### config.mk
export PLATFORM = sky130hd
export DESIGN_NAME = reset_sequencer
export DESIGN_NICKNAME = d
export VERILOG_FILES = /design/src/rtl/reset_sequencer.sv
export SDC_FILE = /design/constraint.sdc
export NUM_CORES = 1
export LEC_CHECK = 0
export CORE_MARGIN = 2
export CORE_UTILIZATION = 28
export CTS_CLUSTER_DIAMETER = 50
export DETAILED_ROUTE_END_ITERATION = 12
export DONT_BUFFER_PORTS = 1
export PLACE_DENSITY = 0.55
export SYNTH_ARGS = -nofsm -noshare
export SYNTH_HDL_FRONTEND = slang
export SYNTH_SLANG_ARGS = --single-unit
### constraint.sdc
create_clock -name clk -period 2.76 [get_ports clk]
set_input_delay 0.414 -clock clk [delete_from_list [all_inputs] [get_ports clk]]
set_output_delay 0.414 -clock clk [all_outputs]
set_load 0.02 [all_outputs]
### src/rtl/reset_sequencer.sv
// reset_sequencer: owns the SoC reset domains and the watchdog start/kick.
// Sequence: ASSERT -> HOLD -> (RELEASE -> WAIT_READY -> GAP)* -> RUN.
// Domains are released one at a time, lowest index first. The FSM waits for
// each domain's ready acknowledge, with a timeout that leads to FAIL.
// Every output is a flop whose next value comes from the next state, so an
// output changes in the same cycle as the state it describes.
// Optional feature: define RESET_SEQ_RETRY_EN to turn FAIL into a bounded
// auto-retry. The FSM retries up to 3 consecutive times with cause TIMEOUT.
// Without the macro, FAIL is terminal until a software request edge or rstn.
module reset_sequencer #(
  parameter int unsigned NUM_DOMAINS   = 4,
  parameter int unsigned HOLD_CYCLES   = 100000,
  parameter int unsigned STAGE_GAP     = 1024,
  parameter int unsigned READY_TIMEOUT = 50_000_000
) (
  input  logic                   clk,
  input  logic                   rstn,
  input  logic                   wdt_reset_i,
  input  logic                   sw_reset_req_i,
  input  logic                   heartbeat_i,
  input  logic [NUM_DOMAINS-1:0] domain_ready_i,
  output logic [NUM_DOMAINS-1:0] domain_rstn_o,
  output logic                   wdt_start_o,
  output logic                   wdt_kick_o,
  output logic                   busy_o,
  output logic                   fail_o,
  output logic [1:0]             reset_cause_o,
  output logic [7:0]             reset_count_o
);

  localparam int unsigned   KW        = (NUM_DOMAINS > 1) ? $clog2(NUM_DOMAINS) : 1;
  localparam logic [KW-1:0] LAST_K    = KW'(NUM_DOMAINS - 1);
  localparam logic [31:0]   HOLD_LAST = 32'(HOLD_CYCLES - 1);
  // Only used when STAGE_GAP > 0; for 0 the GAP state is never entered.
  localparam logic [31:0]   GAP_LAST  = 32'(STAGE_GAP - 1);
  localparam logic [31:0]   TO_LAST   = 32'(READY_TIMEOUT - 1);

  localparam logic [1:0] CAUSE_WDT     = 2'b01;
  localparam logic [1:0] CAUSE_SW      = 2'b10;
`ifdef RESET_SEQ_RETRY_EN
  localparam logic [1:0] CAUSE_TIMEOUT = 2'b11;
`endif

  typedef enum logic [2:0] {
    ST_ASSERT,
    ST_HOLD,
    ST_RELEASE,
    ST_WAIT_READY,
    ST_GAP,
    ST_RUN,
    ST_FAIL
  } state_e;

  state_e                 state_q, state_d;
  logic [31:0]            cnt_q, cnt_d;
  logic [KW-1:0]          k_q, k_d;
  logic [NUM_DOMAINS-1:0] domain_rstn_q, domain_rstn_d;
  logic                   wdt_start_q, wdt_start_d;
  logic                   wdt_kick_q, wdt_kick_d;
  logic                   busy_q, busy_d;
  logic                   fail_q, fail_d;
  logic [1:0]             cause_q, cause_d;
  logic [7:0]             count_q, count_d;
  logic                   wdt_prev_q, wdt_prev_d;
  logic                   sw_prev_q, sw_prev_d;
  logic                   wdt_rise, sw_rise;
`ifdef RESET_SEQ_RETRY_EN
  logic [1:0]             retry_q, retry_d;
`endif

  // Next-state, counters and registered-output values.
  always_comb begin
    state_d       = state_q;
    cnt_d         = cnt_q;
    k_d           = k_q;
    domain_rstn_d = domain_rstn_q;
    cause_d       = cause_q;
    count_d       = count_q;
`ifdef RESET_SEQ_RETRY_EN
    retry_d       = retry_q;
`endif
    // Edge detectors track the inputs in every state, so a level held
    // across a whole sequence does not fire again when RUN is reached.
    wdt_prev_d = wdt_reset_i;
    sw_prev_d  = sw_reset_req_i;
    wdt_rise   = wdt_reset_i & ~wdt_prev_q;
    sw_rise    = sw_reset_req_i & ~sw_prev_q;

    case (state_q)
      ST_ASSERT: begin
        cnt_d         = '0;
        k_d           = '0;
        domain_rstn_d = '0;
        state_d       = ST_HOLD;
      end
      ST_HOLD: begin
        if (cnt_q == HOLD_LAST) begin
          cnt_d   = '0;
          state_d = ST_RELEASE;
        end else begin
          cnt_d = cnt_q + 32'd1;
        end
      end
      ST_RELEASE: begin
        // Once released, a domain stays released until the next ASSERT.
        domain_rstn_d[k_q] = 1'b1;
        cnt_d              = '0;
        state_d            = ST_WAIT_READY;
      end
      ST_WAIT_READY: begin
        if (domain_ready_i[k_q]) begin
          cnt_d = '0;
          if (k_q == LAST_K) begin
            state_d = ST_RUN;
          end else if (STAGE_GAP == 0) begin
            k_d     = k_q + KW'(1);
            state_d = ST_RELEASE;
          end else begin
            state_d = ST_GAP;
          end
        end else if (cnt_q == TO_LAST) begin
          cnt_d   = '0;
          state_d = ST_FAIL;
        end else begin
          cnt_d = cnt_q + 32'd1;
        end
      end
      ST_GAP: begin
        if (cnt_q == GAP_LAST) begin
          cnt_d   = '0;
          k_d     = k_q + KW'(1);
          state_d = ST_RELEASE;
        end else begin
          cnt_d = cnt_q + 32'd1;
        end
      end
      ST_RUN: begin
        // Watchdog wins when both requests rise in the same cycle.
        if (wdt_rise) begin
          cause_d = CAUSE_WDT;
          state_d = ST_ASSERT;
        end else if (sw_rise) begin
          cause_d = CAUSE_SW;
          state_d = ST_ASSERT;
        end
      end
      ST_FAIL: begin
        // A software request edge is the only request honoured outside RUN.
        if (sw_rise) begin
          cause_d = CAUSE_SW;
          state_d = ST_ASSERT;
        end
`ifdef RESET_SEQ_RETRY_EN
        else if (retry_q != 2'd3) begin
          cause_d = CAUSE_TIMEOUT;
          retry_d = retry_q + 2'd1;
          state_d = ST_ASSERT;
        end
`endif
      end
      default: state_d = ST_ASSERT;
    endcase

`ifdef RESET_SEQ_RETRY_EN
    // A sequence that reaches RUN gets a fresh retry budget.
    if (state_d == ST_RUN) retry_d = 2'd0;
`endif

    // Entering ASSERT (never from rstn, which bypasses this logic) pulls all
    // domains into reset and bumps the saturating reset counter.
    if (state_d == ST_ASSERT) begin
      domain_rstn_d = '0;
      if (state_q != ST_ASSERT && count_q != 8'hFF) count_d = count_q + 8'd1;
    end

    wdt_start_d = (state_d == ST_RUN);
    // The kick only follows the heartbeat while staying in RUN, so the
    // watchdog count is held clear everywhere else.
    wdt_kick_d  = heartbeat_i && (state_q == ST_RUN) && (state_d == ST_RUN);
    busy_d      = (state_d != ST_RUN);
    fail_d      = (state_d == ST_FAIL);
  end

  // State, counters, edge detectors and registered outputs.
  always_ff @(posedge clk) begin
    if (!rstn) begin
      state_q       <= ST_ASSERT;
      cnt_q         <= '0;
      k_q           <= '0;
      domain_rstn_q <= '0;
      wdt_start_q   <= 1'b0;
      wdt_kick_q    <= 1'b0;
      busy_q        <= 1'b1;
      fail_q        <= 1'b0;
      cause_q       <= 2'b00;
      count_q       <= 8'd0;
      wdt_prev_q    <= 1'b0;
      sw_prev_q     <= 1'b0;
`ifdef RESET_SEQ_RETRY_EN
      retry_q       <= 2'd0;
`endif
    end else begin
      state_q       <= state_d;
      cnt_q         <= cnt_d;
      k_q           <= k_d;
      domain_rstn_q <= domain_rstn_d;
      wdt_start_q   <= wdt_start_d;
      wdt_kick_q    <= wdt_kick_d;
      busy_q        <= busy_d;
      fail_q        <= fail_d;
      cause_q       <= cause_d;
      count_q       <= count_d;
      wdt_prev_q    <= wdt_prev_d;
      sw_prev_q     <= sw_prev_d;
`ifdef RESET_SEQ_RETRY_EN
      retry_q       <= retry_d;
`endif
    end
  end

  assign domain_rstn_o = domain_rstn_q;
  assign wdt_start_o   = wdt_start_q;
  assign wdt_kick_o    = wdt_kick_q;
  assign busy_o        = busy_q;
  assign fail_o        = fail_q;
  assign reset_cause_o = cause_q;
  assign reset_count_o = count_q;

endmodule

==> impl_metrics.py <==
metrics = {
    "outcome": {
        "status": "complete, no violations",
    },
    "critical_path": {
        "end_kind": "flip-flop",
        "critPathSlowestCell": "or4_4",
        "crit_chain": "ha_4 > nand3_4 > or4_4 > nor4_4 > o2bb2ai_2 > buf_4 > or4_4 > nor2_2 > mux2i_1",
        "required_ns": 3.03,
        "path_common_cell": "or4_4",
        "max_stage_delay_ns": 0.58,
        "crit_type": "flip-flop to flip-flop",
        "cp_num_buf_inv": 1,
        "start_kind": "flip-flop",
        "critPathMaxFanout": 6,
        "crit_family": "simple AND/OR/NAND/NOR gates",
        "crit_arrival_ns": 2.93,
    },
    "clocking": {
        "numCtsBuffers": 9,
        "clock-sinks": 57,
        "clkLatencyLatePin_ns": 0.34,
        "clockBufferDepth": 2,
        "cts_htree_levels": 3,
        "cts_resized": 0,
        "holdBufCountCts": 0,
        "clk_pin_slew_ns": 0.07,
        "cts_tree": "built",
        "cts_root_buf": "clkbuf_8",
        "post_cts_buffers": 0,
    },
    "logic_synthesis": {
        "synth_warnings": 0,
        "synth_seq_cells": 57,
        "synth-main-ff-cell": "dfxtp_1",
        "synth_cells": 338,
        "ys_seq_area_frac": 0.399,
        "syn_avg_cell_area_um2": 8.45,
        "syn_nets": 353,
        "synthArstFlopShare": 0,
        "synth_edf_count": 0,
        "synth.distinct_cells": 55,
        "syn-cell-area_mm2": 0.00286,
    },
    "drt": {
        "dr.pass1.iters": 4,
        "drc": 0,
        "wire_per_inst_um": 13.6,
        "ant_nets": 0,
        "drt-initial-drc-count": 129,
        "viasPerCell": 4.86,
        "detailroute.via_count": 2368,
        "routed_wl_um": 6620,
    },
    "die": {
        "die_area_mm2": 0.0110,
        "dieWidth_um": 105,
        "placementRows": 36,
        "ios": 27,
        "core-area_mm2": 0.00982,
        "start_util": 0.291,
        "chipHeight_um": 105,
    },
    "sta": {
        "slew_violations": 0,
        "relSlewSlack": 0.670,
        "finalCritPeriodShare": 0.963,
        "hold_violations": 0,
        "worst_clock_skew_ns": 0.0114,
        "max_freq_mhz": 376,
        "setup_viol": 0,
        "period_minus_slack_ns": 2.66,
        "worst_slew_pin_slew_ns": 0.491,
    },
    "global_routing": {
        "grt_pass1_wl_um": 10800,
        "gr-total-overflow": 0,
        "grt_max_degree": 31,
        "antenna_found_initial": 0,
        "grt_pass1_vias": 2207,
        "grtUsageTotal": 0.123,
    },
    "cells_and_area": {
        "multiInputGateArea_mm2": 0.00167,
        "area_delta_synth_final_pct": 16.5,
        "fin_util": 0.339,
        "fin_nets": 364,
        "num_antenna_cells": 0,
        "area.sequential_mm2": 0.00115,
        "fin_cells": 487,
        "drive_gt1_frac": 0.141,
        "fill_cells": 1027,
    },
    "placed_design": {
        "place_inst": 471,
        "place_hpwl_um": 4670,
        "gp_routability_congestion": 0.837,
        "port_buffers": 0,
    },
    "run": {
        "drv_cap": 0,
    },
    "power": {
        "power_leakage_nw": 1.12,
        "p_total_mw": 1.77,
        "ir_drop_v": 0.000247,
        "power.density_mw_per_mm2": 532,
    },
    "min_path": {
        "min_path_type": "primary input to flip-flop",
    },
}
-- flip-flops by register name, indices dropped and copies added, names as in the netlist --
name and cells:
reset_count_o 8, k_q 2, wdt_kick_o 1, reset_cause_o 2, cnt_q 32, busy_o 1
fail_o 1, wdt_start_o 1, state_q 3, domain_rstn_o 4, wdt_prev_q 1, sw_prev_q 1
-- layout make-up --
cell class	count	share of cell area
clock buffers	11	0.0425
clock inverters	5	0.0237
inverters	7	0.00789
multi-input cells	263	0.503
flip-flops and latches	57	0.344
well taps	133	0.0500
repair buffers	11	0.0286
-- cells in the final DEF (no fill, tap or decap), types with 2 or more instances in the layout --
cell type	n
dfxtp_1	55
nor2_1	49
nand2_1	38
xor2_1	22
nand3_1	20
nor3_1	10
a21oi_1	10
clkbuf_8	10
buf_4	10
nand2b_1	9
nand4_1	9
nor4_1	8
xnor2_1	8
nor2b_1	7
mux2i_1	7
inv_1	6
and3_1	6
o21ai_0	5
ha_1	5
and4_1	4
or3_1	3
or2_2	3
or4_1	2
or4_4	2
o21ai_2	2
nand4b_1	2
nor4b_1	2
and2_1	2
clkinv_2	2
bufinv_16	2
-- kinds of logic after synthesis --
logic type / Yosys count / share of synthesized area
adders and majority gates: 6 / 0.0263
buffers and inverters: 18 / 0.0280
DFF: 57 / 0.399
and+or+nand+nor: 189 / 0.353
muxes: 8 / 0.0324
xor gates and xnor gates: 30 / 0.0920
AOI/OAI and AO/OA: 30 / 0.0692
-- metrics by stage --
step	cell area, um^2	setup WS, ns	TNS [ns]	hold WS, ns
final	3330	0.103	0	0.190
after global routing	3330	-0.0182	-0.0182	0.174
after CTS	3290	0.0857	0	0.171
after detailed placement	3070	0.0965	0	0.495
after global placement	3070	0.159	0	0.478
after floorplan	2860	0.163	0	0.462
-- cells in the mapped netlist, types with 2 or more instances --
library cell / n / area share
nor2b_1: 7 / 0.015
nor3_1: 10 / 0.018
and3_1: 6 / 0.013
nand4b_1: 2 / 0.0061
ha_1: 6 / 0.026
or4_1: 3 / 0.0079
nand3_1: 20 / 0.035
mux2i_1: 7 / 0.025
nand4_1: 9 / 0.020
nor4_1: 9 / 0.020
clkbuf_1: 8 / 0.011
o21ai_1: 2 / 0.0035
or3_1: 3 / 0.0066
nor4b_1: 2 / 0.0061
nand2b_1: 9 / 0.020
and4_1: 4 / 0.012
o21ai_0: 5 / 0.0088
xnor2_1: 8 / 0.025
nand3_2: 2 / 0.0070
a21oi_1: 10 / 0.018
nor2_1: 50 / 0.066
dfxtp_1: 57 / 0.40
and2_1: 2 / 0.0044
inv_1: 6 / 0.0079
xor2_1: 22 / 0.067
or2_2: 3 / 0.0066
nand2_1: 38 / 0.050
-- power by group --
group	leakage [nW]	internal, mW	switching, mW
Sequential	0.461	0.828	0.0114
Combinational	0.543	0.0243	0.0358
Clock	0.113	0.531	0.339
Total	1.12	1.38	0.386
-- per-layer routing --
metal / part of all wire / global-route usage / vias up
met4: 0.011 / 0.0486 / 0
met2: 0.47 / 0.193 / 51
met3: 0.039 / 0.0362 / 6
li1: - / - / 1210
met5: 0 / 0 / -
met1: 0.48 / 0.159 / 1101
-- path summary, 6_finish.rpt --
| path | from | to | slack, ns | depth (start not counted) |
|---|---|---|---|---|
| max reg2reg | cnt_q[1]$_SDFFE_PN0P_ | reset_count_o[5]$_SDFFE_PN0P_ | 0.10 | 9 |
| max | cnt_q[1]$_SDFFE_PN0P_ | reset_count_o[5]$_SDFFE_PN0P_ | 0.10 | 9 |
| min reg2reg | cnt_q[1]$_SDFFE_PN0P_ | cnt_q[1]$_SDFFE_PN0P_ | 0.51 | 2 |
| min | sw_reset_req_i | sw_prev_q$_SDFF_PN0_ | 0.19 | 1 |
No activity file was read; power rests on OpenSTA's default activity.
